===== src/rtl/present_wb_pkg.sv =====
// Shared types and constants for the PRESENT Wishbone register bank:
// FSM state encoding, CTRL/STATUS bit positions and word-offset helpers.
package present_wb_pkg;

    typedef enum logic [1:0] {
        ST_IDLE = 2'd0,
        ST_BUSY = 2'd1,
        ST_DONE = 2'd2
    } state_t;

    localparam int CTRL_START_BIT   = 0;
    localparam int CTRL_IRQ_EN_BIT  = 1;

    localparam int STAT_BUSY_BIT    = 0;
    localparam int STAT_DONE_BIT    = 1;
    localparam int STAT_ERR_BIT     = 2;
    localparam int STAT_TIMEOUT_BIT = 3;

    localparam int KEY_WORD0 = 0;

    // Word map: key words, then data words, then result words, then CTRL, STATUS.
    function automatic int data_word0(input int key_words);
        return KEY_WORD0 + key_words;
    endfunction

    function automatic int res_word0(input int key_words, input int data_words);
        return data_word0(key_words) + data_words;
    endfunction

    function automatic int ctrl_word(input int key_words, input int data_words, input int res_words);
        return res_word0(key_words, data_words) + res_words;
    endfunction

    function automatic int status_word(input int key_words, input int data_words, input int res_words);
        return ctrl_word(key_words, data_words, res_words) + 1;
    endfunction

    function automatic int num_words(input int key_words, input int data_words, input int res_words);
        return status_word(key_words, data_words, res_words) + 1;
    endfunction

    function automatic logic [31:0] merge_bytes(input logic [31:0] old_word,
                                                input logic [31:0] new_word,
                                                input logic [3:0]  sel);
        logic [31:0] merged;
        merged = old_word;
        for (int b = 0; b < 4; b++) begin
            if (sel[b]) merged[8*b +: 8] = new_word[8*b +: 8];
        end
        return merged;
    endfunction

endpackage


===== src/rtl/present_wb_ctrl_fsm.sv =====
// Start/done sequencing FSM for the PRESENT register bank. The optional busy
// timeout counter is built only when PRESENT_WB_TIMEOUT_EN is defined.
module present_wb_ctrl_fsm
    import present_wb_pkg::*;
#(
    parameter int TIMEOUT_CYCLES = 1024
) (
    input  logic   clk,
    input  logic   rst_n,
    input  logic   start_req,
    input  logic   done_clr,
    input  logic   done_in,
    output state_t state,
    output logic   start_pulse,
    output logic   capture,
    output logic   timeout_hit
);

    // done_in only matters while busy; it also beats a simultaneous START.
    assign capture = (state == ST_BUSY) && done_in;

`ifdef PRESENT_WB_TIMEOUT_EN
    localparam int CNT_W = $clog2(TIMEOUT_CYCLES + 1);
    logic [CNT_W-1:0] busy_cnt;

    assign timeout_hit = (state == ST_BUSY) && !done_in &&
                         (busy_cnt == CNT_W'(TIMEOUT_CYCLES - 1));
`else
    assign timeout_hit = 1'b0;
`endif

    always_ff @(posedge clk or negedge rst_n) begin
        if (!rst_n) begin
            state       <= ST_IDLE;
            start_pulse <= 1'b0;
`ifdef PRESENT_WB_TIMEOUT_EN
            busy_cnt    <= '0;
`endif
        end else begin
            start_pulse <= 1'b0;
            case (state)
                ST_IDLE, ST_DONE: begin
                    if (start_req) begin
                        state       <= ST_BUSY;
                        start_pulse <= 1'b1;
`ifdef PRESENT_WB_TIMEOUT_EN
                        busy_cnt    <= '0;
`endif
                    end else if (state == ST_DONE && done_clr) begin
                        state <= ST_IDLE;
                    end
                end
                ST_BUSY: begin
                    if (capture || timeout_hit) begin
                        state <= ST_DONE;
                    end
`ifdef PRESENT_WB_TIMEOUT_EN
                    else begin
                        busy_cnt <= busy_cnt + CNT_W'(1);
                    end
`endif
                end
                default: state <= ST_IDLE;
            endcase
        end
    end

endmodule


===== src/rtl/present_wb_regbank.sv =====
// Wishbone register bank feeding key/plaintext to a PRESENT core and collecting
// its result. Busy timeout is available when PRESENT_WB_TIMEOUT_EN is defined.
module present_wb_regbank
    import present_wb_pkg::*;
#(
    parameter logic [31:0] BASE_ADDRESS   = 32'h3000_0000,
    parameter int          KEY_WORDS      = 3,
    parameter int          DATA_WORDS     = 2,
    parameter int          RES_WORDS      = 2,
    parameter int          TIMEOUT_CYCLES = 1024
) (
    input  logic                    wb_clk_i,
    input  logic                    wb_rst_i,
    input  logic                    wbs_stb_i,
    input  logic                    wbs_cyc_i,
    input  logic                    wbs_we_i,
    input  logic [3:0]              wbs_sel_i,
    input  logic [31:0]             wbs_adr_i,
    input  logic [31:0]             wbs_dat_i,
    output logic                    wbs_ack_o,
    output logic [31:0]             wbs_dat_o,
    output logic [32*KEY_WORDS-1:0] key_o,
    output logic [32*DATA_WORDS-1:0] data_o,
    output logic                    start_o,
    input  logic                    done_i,
    input  logic [32*RES_WORDS-1:0] result_i,
    output logic                    irq_o
);

    localparam int N      = num_words(KEY_WORDS, DATA_WORDS, RES_WORDS);
    localparam int DATA0  = data_word0(KEY_WORDS);
    localparam int RES0   = res_word0(KEY_WORDS, DATA_WORDS);
    localparam int CTRL_W = ctrl_word(KEY_WORDS, DATA_WORDS, RES_WORDS);
    localparam int STAT_W = status_word(KEY_WORDS, DATA_WORDS, RES_WORDS);

    logic [31:0] offset;
    logic [29:0] word;
    logic        access, wr, rd;

    logic [31:0] key_q  [KEY_WORDS];
    logic [31:0] data_q [DATA_WORDS];
    logic [31:0] res_q  [RES_WORDS];
    logic        irq_en_q, err_q, timeout_q;
    logic [31:0] rdata;

    state_t state;
    logic   busy, done, capture, timeout_hit;
    logic   start_req, done_clr, store_wr, err_set, stat_wr, ctrl_wr;

    // Addresses below the base wrap to large offsets and fall outside the window.
    assign offset = wbs_adr_i - BASE_ADDRESS;
    assign word   = offset[31:2];
    assign access = wbs_cyc_i && wbs_stb_i && !wbs_ack_o &&
                    (offset < 32'(4 * N)) && (offset[1:0] == 2'b00);
    assign wr     = access && wbs_we_i;
    assign rd     = access && !wbs_we_i;

    assign busy      = (state == ST_BUSY);
    assign done      = (state == ST_DONE);
    assign ctrl_wr   = wr && (word == 30'(CTRL_W));
    assign stat_wr   = wr && (word == 30'(STAT_W));
    assign store_wr  = wr && (word < 30'(RES0));
    assign start_req = ctrl_wr && wbs_sel_i[0] && wbs_dat_i[CTRL_START_BIT];
    assign done_clr  = stat_wr && wbs_dat_i[STAT_DONE_BIT];
    assign err_set   = busy && (start_req || store_wr);

    present_wb_ctrl_fsm #(
        .TIMEOUT_CYCLES(TIMEOUT_CYCLES)
    ) u_fsm (
        .clk        (wb_clk_i),
        .rst_n      (wb_rst_i),
        .start_req  (start_req),
        .done_clr   (done_clr),
        .done_in    (done_i),
        .state      (state),
        .start_pulse(start_o),
        .capture    (capture),
        .timeout_hit(timeout_hit)
    );

    always_ff @(posedge wb_clk_i or negedge wb_rst_i) begin
        if (!wb_rst_i) begin
            for (int i = 0; i < KEY_WORDS; i++)  key_q[i]  <= '0;
            for (int i = 0; i < DATA_WORDS; i++) data_q[i] <= '0;
            for (int i = 0; i < RES_WORDS; i++)  res_q[i]  <= '0;
            irq_en_q  <= 1'b0;
            err_q     <= 1'b0;
            timeout_q <= 1'b0;
        end else begin
            if (store_wr && !busy) begin
                for (int i = 0; i < KEY_WORDS; i++)
                    if (word == 30'(i))
                        key_q[i] <= merge_bytes(key_q[i], wbs_dat_i, wbs_sel_i);
                for (int i = 0; i < DATA_WORDS; i++)
                    if (word == 30'(DATA0 + i))
                        data_q[i] <= merge_bytes(data_q[i], wbs_dat_i, wbs_sel_i);
            end
            if (ctrl_wr && wbs_sel_i[0]) irq_en_q <= wbs_dat_i[CTRL_IRQ_EN_BIT];
            if (capture) begin
                for (int i = 0; i < RES_WORDS; i++) res_q[i] <= result_i[32*i +: 32];
            end
            // Sticky flags: a new event in the same cycle as the clear wins.
            err_q     <= err_set || (err_q && !(stat_wr && wbs_dat_i[STAT_ERR_BIT]));
            timeout_q <= timeout_hit || (timeout_q && !(stat_wr && wbs_dat_i[STAT_TIMEOUT_BIT]));
        end
    end

    always_comb begin
        rdata = '0;
        for (int i = 0; i < KEY_WORDS; i++)
            if (word == 30'(i)) rdata = key_q[i];
        for (int i = 0; i < DATA_WORDS; i++)
            if (word == 30'(DATA0 + i)) rdata = data_q[i];
        for (int i = 0; i < RES_WORDS; i++)
            if (word == 30'(RES0 + i)) rdata = res_q[i];
        if (word == 30'(CTRL_W)) rdata[CTRL_IRQ_EN_BIT] = irq_en_q;
        if (word == 30'(STAT_W)) begin
            rdata[STAT_BUSY_BIT]    = busy;
            rdata[STAT_DONE_BIT]    = done;
            rdata[STAT_ERR_BIT]     = err_q;
            rdata[STAT_TIMEOUT_BIT] = timeout_q;
        end
    end

    always_ff @(posedge wb_clk_i or negedge wb_rst_i) begin
        if (!wb_rst_i) begin
            wbs_ack_o <= 1'b0;
            wbs_dat_o <= '0;
        end else begin
            wbs_ack_o <= access;
            wbs_dat_o <= rd ? rdata : '0;
        end
    end

    always_comb begin
        key_o  = '0;
        data_o = '0;
        for (int i = 0; i < KEY_WORDS; i++)  key_o[32*i +: 32]  = key_q[i];
        for (int i = 0; i < DATA_WORDS; i++) data_o[32*i +: 32] = data_q[i];
    end

    assign irq_o = done && irq_en_q;

endmodule


===== config.mk =====
export PLATFORM = sky130hd
export DESIGN_NAME = present_wb_regbank
export DESIGN_NICKNAME = d
export VERILOG_FILES = /design/src/rtl/present_wb_pkg.sv /design/src/rtl/present_wb_ctrl_fsm.sv /design/src/rtl/present_wb_regbank.sv
export SDC_FILE = /design/constraint.sdc
export NUM_CORES = 1
export LEC_CHECK = 0
export CAP_MARGIN = 30
export CORE_ASPECT_RATIO = 1.4
export CORE_MARGIN = 10
export CORE_UTILIZATION = 44
export CTS_BUF_LIST = sky130_fd_sc_hd__clkbuf_16
export DETAILED_ROUTE_END_ITERATION = 10
export HOLD_SLACK_MARGIN = 0.15
export MAX_ROUTING_LAYER = met4
export PLACE_DENSITY_LB_ADDON = 0.12
export SLEW_MARGIN = 5
export SYNTH_ARGS = -nofsm -noshare
export SYNTH_HDL_FRONTEND = slang
export SYNTH_SLANG_ARGS = --single-unit

===== constraint.sdc =====
create_clock -name wb_clk_i -period 1.8 [get_ports wb_clk_i]
set_input_delay 0.45 -clock wb_clk_i [delete_from_list [all_inputs] [get_ports wb_clk_i]]
set_output_delay 0.45 -clock wb_clk_i [all_outputs]
set_load 0.01 [all_outputs]

==> results.yml, run 1 <==
status:
  outcome: "complete, but fails checks"
  violations: "negative setup slack"
yosys:
  synth.area.top_cells: "sky130_fd_sc_hd__dfrtp_1 (56%), sky130_fd_sc_hd__mux2_2 (21%), sky130_fd_sc_hd__mux4_2 (3.1%)"
  netlist.top_cell.by_area: "sky130_fd_sc_hd__dfrtp_1"
  netlist-cell-type-count: 47
  synthFlopType: "sky130_fd_sc_hd__dfrtp_1"
  synth_cells: 867
  ys_seq_area_frac: 0.562
  synthArstFlopShare: 1.00
  number_of_storage_elements_in_the_synthesis_netlist: 263
  synthDominantCellAreaShare: 0.562
  yosysMostFrequentCell: "sky130_fd_sc_hd__dfrtp_1"
  synth.avg_cell_area_um2: 13.5
  synth_nets: 1005
  syn-cell-area_um2: 11700
  synth_enable_flop_cells: 0
  synthesis.yosys.warnings: 0
  synth_top_cells_by_count: "sky130_fd_sc_hd__dfrtp_1 (263), sky130_fd_sc_hd__mux2_2 (217), sky130_fd_sc_hd__nand2_1 (45)"
detailed_routing:
  antenna_violating_nets_post_route: 0
  drt_drc_violations_left: 0
  dr.first_iter.drc_count: 571
  detailroute.via_count: 9349
  routed_wire_length_per_instance_um: 26.2
  postRouteWirelength_um: 43400
  avgViaCountPerCell: 5.64
  iteration_count_of_the_initial_detailed_routing_pass: 5
worst_setup_path:
  worst_path_dominant_cell_family: "simple AND/OR/NAND/NOR gates"
  worstPathMaxFanout: 8
  crit_type: "reg -> reg"
  setup.worst_path.start: "wbs_ack_o"
  crit-reg2reg-capture: "key_o[64]"
  cp-start-kind: "flip-flop"
  reg2reg_setup_slack_ps: -370
  required_time_of_the_critical_path_ps: 2220
  slowest_cp_cell: "sky130_fd_sc_hd__dfrtp_1"
  timing.critical_path.arrival_ps: 2590
  max_stage_delay_ps: 400
  worstRegToRegCells: 7
  cp-end-kind: "flip-flop"
  worst_r2r_startpoint: "wbs_ack_o"
  path_buf_inv: 1
  critical_path.cell_chain: "nor4b_2 -> o211ai_1 -> nor4_4 -> and3_1 -> buf_6 -> nand4_4 -> mux2_4"
run:
  drv.max_cap_violation_count: 0
die:
  die_area_um2: 33600
  rows: 70
  coreArea_um2: 26200
  io_pins: 333
  initial_core_util: 0.447
  die_span_x_um: 158
  die_h_um: 213
timing:
  grt_setup_unrepaired: "yes"
  worst_slack_ps: -372
  maxClockFrequency_ghz: 0.460
  hold_slack_ps: 419
  timing.clock.skew_ps: 10.9
  max_slew.worst_pin.slew_ps: 428
  slew_violations: 0
  slew-limit-headroom: 0.715
  setup_viol: 192
  finalHoldViolCount: 0
  setup_total_negative_slack_ps: -53800
  finalCritPeriodShare: 1.21
  final.min_clock_period_ps: 2170
clocking:
  cts_tree: "done"
  ctsLongestPathBuffers: 3
  cts-buffers-inserted: 27
  root_buffer: "sky130_fd_sc_hd__clkbuf_16"
  cts.sinks: 263
  clk_transition_reported_paths_ps: 60
  clk-insertion-delay-late_ps: 540
  cts_htree_levels: 1
placement:
  dpl.hpwl_um: 31000
  gp_congestion: 0.898
  port_buffers: 332
grt:
  wire_length_of_the_first_global_routing_pass_um: 64800
  grt_antenna_before_repair: 4
  gr-usage-all-layers: 0.260
  grt_pass1_vias: 10500
  grt_start_max_net_pins: 51
  globalRoute.totalOverflow: 0
min_path:
  min-delay-path-class: "in -> async"
power:
  power.density_cell_area_nw_per_um2: 691
  vdd.ir_drop.worst_mv: 0.804
  p_leak_nw: 9.13
cells_and_area:
  utilization: 0.696
  area_growth_pct: 55.8
  final_net_count: 1448
  drive_gt1_frac: 0.392
state kept, by name (all words and copies together), names as in the netlist, 2 cells and up:
| name | count |
|---|---|
| key_o | 96 |
| data_o | 64 |
| res_q | 64 |
| wbs_dat_o | 32 |
| u_fsm.state | 2 |
area by class of cell:
| type | count | area [µm²] |
|---|---|---|
| well taps | 324 | 405 |
| clock inverters | 22 | 175 |
| inverters | 3 | 11.3 |
| repair buffers | 459 | 4480 |
| flip-flops and latches | 263 | 6580 |
| multi-input cells | 556 | 5890 |
| clock buffers | 27 | 676 |
| diodes | 5 | 12.5 |
| fillers | 1927 | 7950 |
layout by cell type (no fill, tap or decap), drive strengths merged, types with 2 or more instances in the layout:
cell type        n
a211oi          25
dlygate4sd2    201
inv             10
nand2b          10
buf            137
a21oi            8
a311oi          16
and2             2
mux2           225
o211ai           2
nor2b            7
diode            5
clkbuf          33
nor4             6
dfrtp          263
a222oi           2
mux4            16
nor3b           18
nand4            7
nand2           45
nor2            56
and3             3
nand3            9
dlymetal6s2s     6
nor3            10
nor4b            3
clkdlybuf4s15    2
o21ai           31
bufinv           3
clkdlybuf4s50  106
mux2i           14
o2bb2ai          2
o31ai            2
o22ai           13
a22oi           14
clkinv          12
cell families (layout without fill, tap and decap cells):
| group | after synthesis | count (layout) | share of synthesized area |
|---|---|---|---|
| AO/OA/AOI/OAI | 123 | 123 | 0.0723 |
| buffers and inverters | 48 | 511 | 0.0166 |
| flip-flops | 263 | 263 | 0.562 |
| AND/OR/NAND/NOR | 178 | 178 | 0.0896 |
| other | 0 | 5 | 0 |
| multiplexers | 255 | 255 | 0.259 |
timing repair:
item | CTS | global route
setup endpoints to repair | 392 | 201
gates cloned | 5 | 0
endpoints found under the hold margin | 36 | 0
resized for setup | 408 | 70
buffers inserted | 17 | 3
hold buffers | 1 | 0
pin swaps | 35 | 23
metal layers:
metal / up-vias / wire (µm) / track usage / part of all wire
li1: 4112 / - / - / -
met1: 4766 / 16200 / 0.291 / 0.37
met2: 369 / 22700 / 0.450 / 0.52
met3: 102 / 2750 / 0.0485 / 0.063
met4: 0 / 1770 / 0.0973 / 0.041
met5: - / 0 / - / 0
where the power goes:
group	switching, mW	internal [mW]	total (mW)
sequential	0.0701	6.02	6.09
clock	2.32	3.14	5.46
combinational	0.537	0.523	1.06
per-stage QoR:
| stage | total power, mW | setup slack, ps | instance area [µm²] | std cells |
|---|---|---|---|---|
| after floorplan | 6.50 | -399 | 11800 | 867 |
| after global placement | 7.20 | -1040 | 16500 | 1588 |
| after detailed placement | 7.21 | -1060 | 16500 | 1588 |
| after CTS | 12.7 | -323 | 18000 | 1655 |
| after global routing | 13.0 | -389 | 18200 | 1658 |
| final | 12.6 | -372 | 18200 | 1659 |
worst reg2reg max path: cells and delay by family, from the launching register on:
family,cells,cell delay [ps]
AO/OA/AOI/OAI,1,170
flip-flops,1,400
multiplexers,1,380
buffers and inverters,1,160
AND/OR/NAND/NOR,4,960
worst max-delay path by stage:
stage                     slack (ps)         end  cells after the start
after global placement         -1040   key_o[74]                      8
after detailed placement       -1060   key_o[79]                      9
final                           -370   key_o[64]                      7
after global routing            -390  data_o[61]                      7
after CTS                       -320  data_o[24]                      8
after floorplan                 -400  data_o[48]                      8
Note: power is estimated with default switching activity, not from simulation.
==> inputs of run 2 (changes only) <==
Settings changed: SYNTH_HIERARCHICAL set to 1.
==> results.yml, run 2 <==
status:
  outcome: "complete, but fails checks"
  violations: "negative setup slack"
yosys:
  synth_cells: 924
  synth_nets: 1062
  synthesis.yosys.warnings: 6
  netlist.top_cell.by_area: "sky130_fd_sc_hd__dfrtp_1"
  synthDominantCellAreaShare: 0.542
  synth_top_cells_by_count: "sky130_fd_sc_hd__dfrtp_1 (263), sky130_fd_sc_hd__mux2_2 (222), sky130_fd_sc_hd__clkbuf_1 (46)"
  syn-cell-area_um2: 12100
  synth.area.top_cells: "sky130_fd_sc_hd__dfrtp_1 (54%), sky130_fd_sc_hd__mux2_2 (21%), sky130_fd_sc_hd__mux4_2 (3.0%)"
  ys_seq_area_frac: 0.542
  number_of_storage_elements_in_the_synthesis_netlist: 263
  yosysMostFrequentCell: "sky130_fd_sc_hd__dfrtp_1"
  netlist-cell-type-count: 57
  synth_enable_flop_cells: 0
  synth.avg_cell_area_um2: 13.1
  synthFlopType: "sky130_fd_sc_hd__dfrtp_1"
  synthArstFlopShare: 1.00
grt:
  met2_usage: 0.438
  grt_antenna_before_repair: 3
  grt.met3_usage: 0.0594
  globalRoute.totalOverflow: 0
  grt_pass1_vias: 11100
  wire_length_of_the_first_global_routing_pass_um: 69700
  gr-usage-all-layers: 0.265
  most_used_routing_layer_in_global_routing: "met2"
  grt_start_max_net_pins: 71
  grt_use_met1: 0.319
timing:
  worst_slack_ps: -429
  setup_total_negative_slack_ps: -56780
  hold_slack_ps: 345
  maxClockFrequency_ghz: 0.449
  setup_viol: 195
  final.min_clock_period_ps: 2230
  finalHoldViolCount: 0
  timing.clock.skew_ps: 13.4
  finalCritPeriodShare: 1.24
  grt_setup_unrepaired: "yes"
  slew_violations: 0
clocking:
  cts_tree: "done"
  cts-buffers-inserted: 28
  root_buffer: "sky130_fd_sc_hd__clkbuf_16"
  clk-insertion-delay-late_ps: 550
  clk_transition_reported_paths_ps: 60
  ctsLongestPathBuffers: 3
  cts_htree_levels: 1
  cts.sinks: 263
power:
  switching_power_mw: 2.93
  power.density_cell_area_nw_per_um2: 646
  p_leak_nw: 10.0
  internal_power_mw: 10.3
  vdd.ir_drop.worst_mv: 0.684
  switching_share: 0.221
  power.share.sequential: 0.462
  pwr-share-clk: 0.464
  combPwrFrac: 0.074
  totalPowerFinal_mw: 13.2
placement:
  dpl-instance-area_um2: 17600
  port_buffers: 332
  dpl.hpwl_um: 32800
  gp_congestion: 0.916
  dpl.cell_count: 1715
worst_setup_path:
  slowest_cp_cell: "sky130_fd_sc_hd__or4_4"
  required_time_of_the_critical_path_ps: 2220
  crit_type: "in -> reg"
  critical-path-top-cell-by-count: "sky130_fd_sc_hd__buf_6"
  max_stage_delay_ps: 550
  cp-start-kind: "primary input"
  reg2reg_setup_slack_ps: -390
  timing.critical_path.arrival_ps: 2650
  worstPathMaxFanout: 8
  critical_path.cell_chain: "buf_6 -> or4_4 -> nor4b_4 -> buf_4 -> nand4_4 -> buf_6 -> buf_6 -> nor4_4 -> buf_12 -> mux2_4"
  cp-end-kind: "flip-flop"
min_path:
  min-delay-path-class: "in -> async"
cells_and_area:
  drive_gt1_frac: 0.484
  final_net_count: 1565
  largest_register_ffs: 96
  layout_commonest_cell: "sky130_fd_sc_hd__dfrtp_1"
  final_cell_count_no_fill: 1815
  fin_area_um2: 20500
  area_growth_pct: 68.8
  layout_common_cells: "sky130_fd_sc_hd__dfrtp_1 (260), sky130_fd_sc_hd__dlygate4sd2_1 (198), sky130_fd_sc_hd__mux2_2 (153), sky130_fd_sc_hd__clkdlybuf4s50_1 (106), sky130_fd_sc_hd__buf_4 (103)"
die:
  die_h_um: 216
  coreArea_um2: 27000
  io_pins: 333
  die_span_x_um: 160
  initial_core_util: 0.449
  die_area_um2: 34700
  rows: 71
detailed_routing:
  detailroute.via_count: 10200
  iteration_count_of_the_initial_detailed_routing_pass: 5
  dr.first_iter.drc_count: 596
  drt_drc_violations_left: 0
  routed_wire_length_per_instance_um: 25.8
  antenna_violating_nets_post_route: 0
  avgViaCountPerCell: 5.60
  postRouteWirelength_um: 46900
run:
  drv.max_cap_violation_count: 0
run 2: metrics by stage:
step           utilization  worst slack, ps
2_1_floorplan            -             -933
6_report             0.759             -429
3_5_place_dp         0.653            -1280
5_1_grt              0.759             -498
4_1_cts              0.732             -469
3_3_place_gp         0.653            -1270
run 2: worst paths after layout:
check | from | endpoint | depth (start not counted)
setup / recovery | wbs_adr_i[8] | data_o[13] | 10
hold / removal | wb_rst_i | key_o[40] | 2
setup reg to reg | wbs_ack_o | data_o[13] | 10
hold reg to reg | res_q[39] | res_q[39] | 1
max in group asynchronous | wb_rst_i | key_o[85] | 3
min in group wb_clk_i | res_q[39] | res_q[39] | 1
run 2: critical path: cells and delay by family:
family	cells	cell delay, ps
simple gates	4	1160
buf+inv	5	730
mux	1	300
run 2: power groups by stage:
stage | Sequential, mW | Clock (mW) | Combinational (mW)
floorplan | 6.17 | 0 | 0.251
global placement | 6.19 | 0 | 0.918
detailed placement | 6.19 | 0 | 0.930
CTS | 6.09 | 6.21 | 0.970
global route | 6.12 | 6.45 | 1.06
finish | 6.11 | 6.14 | 0.984
run 2: logic make-up after synthesis:
family,count (synthesis),synth area share
muxes,257,0.252
other,1,0.000309
and+or+nand+nor,204,0.114
DFF,263,0.542
AOI/OAI and AO/OA,127,0.0677
buffers and inverters,72,0.0235
run 2: layer usage:
metal  vias to the layer above  part of all wire
li1                       4481                 -
met2                       382              0.51
met1                      5198              0.39
met3                        95             0.069
met5                         -                 0
met4                         0             0.032
run 2: cell type report:
class	count	area, µm²
inverters	15	56.3
repair buffers	530	5420
clock buffers	29	726
diodes	3	7.51
well taps	365	457
multi-input cells	589	6980
clock inverters	21	255
flip-flops and latches	263	6590
fillers	1820	6520
run 2: what timing repair did:
action	in CTS	in global routing
pin swaps	66	46
hold buffers	1	0
endpoints found under the setup margin	393	201
gates resized for setup	466	142
gates cloned	9	5
setup buffers	30	15
hold endpoints to repair	190	0
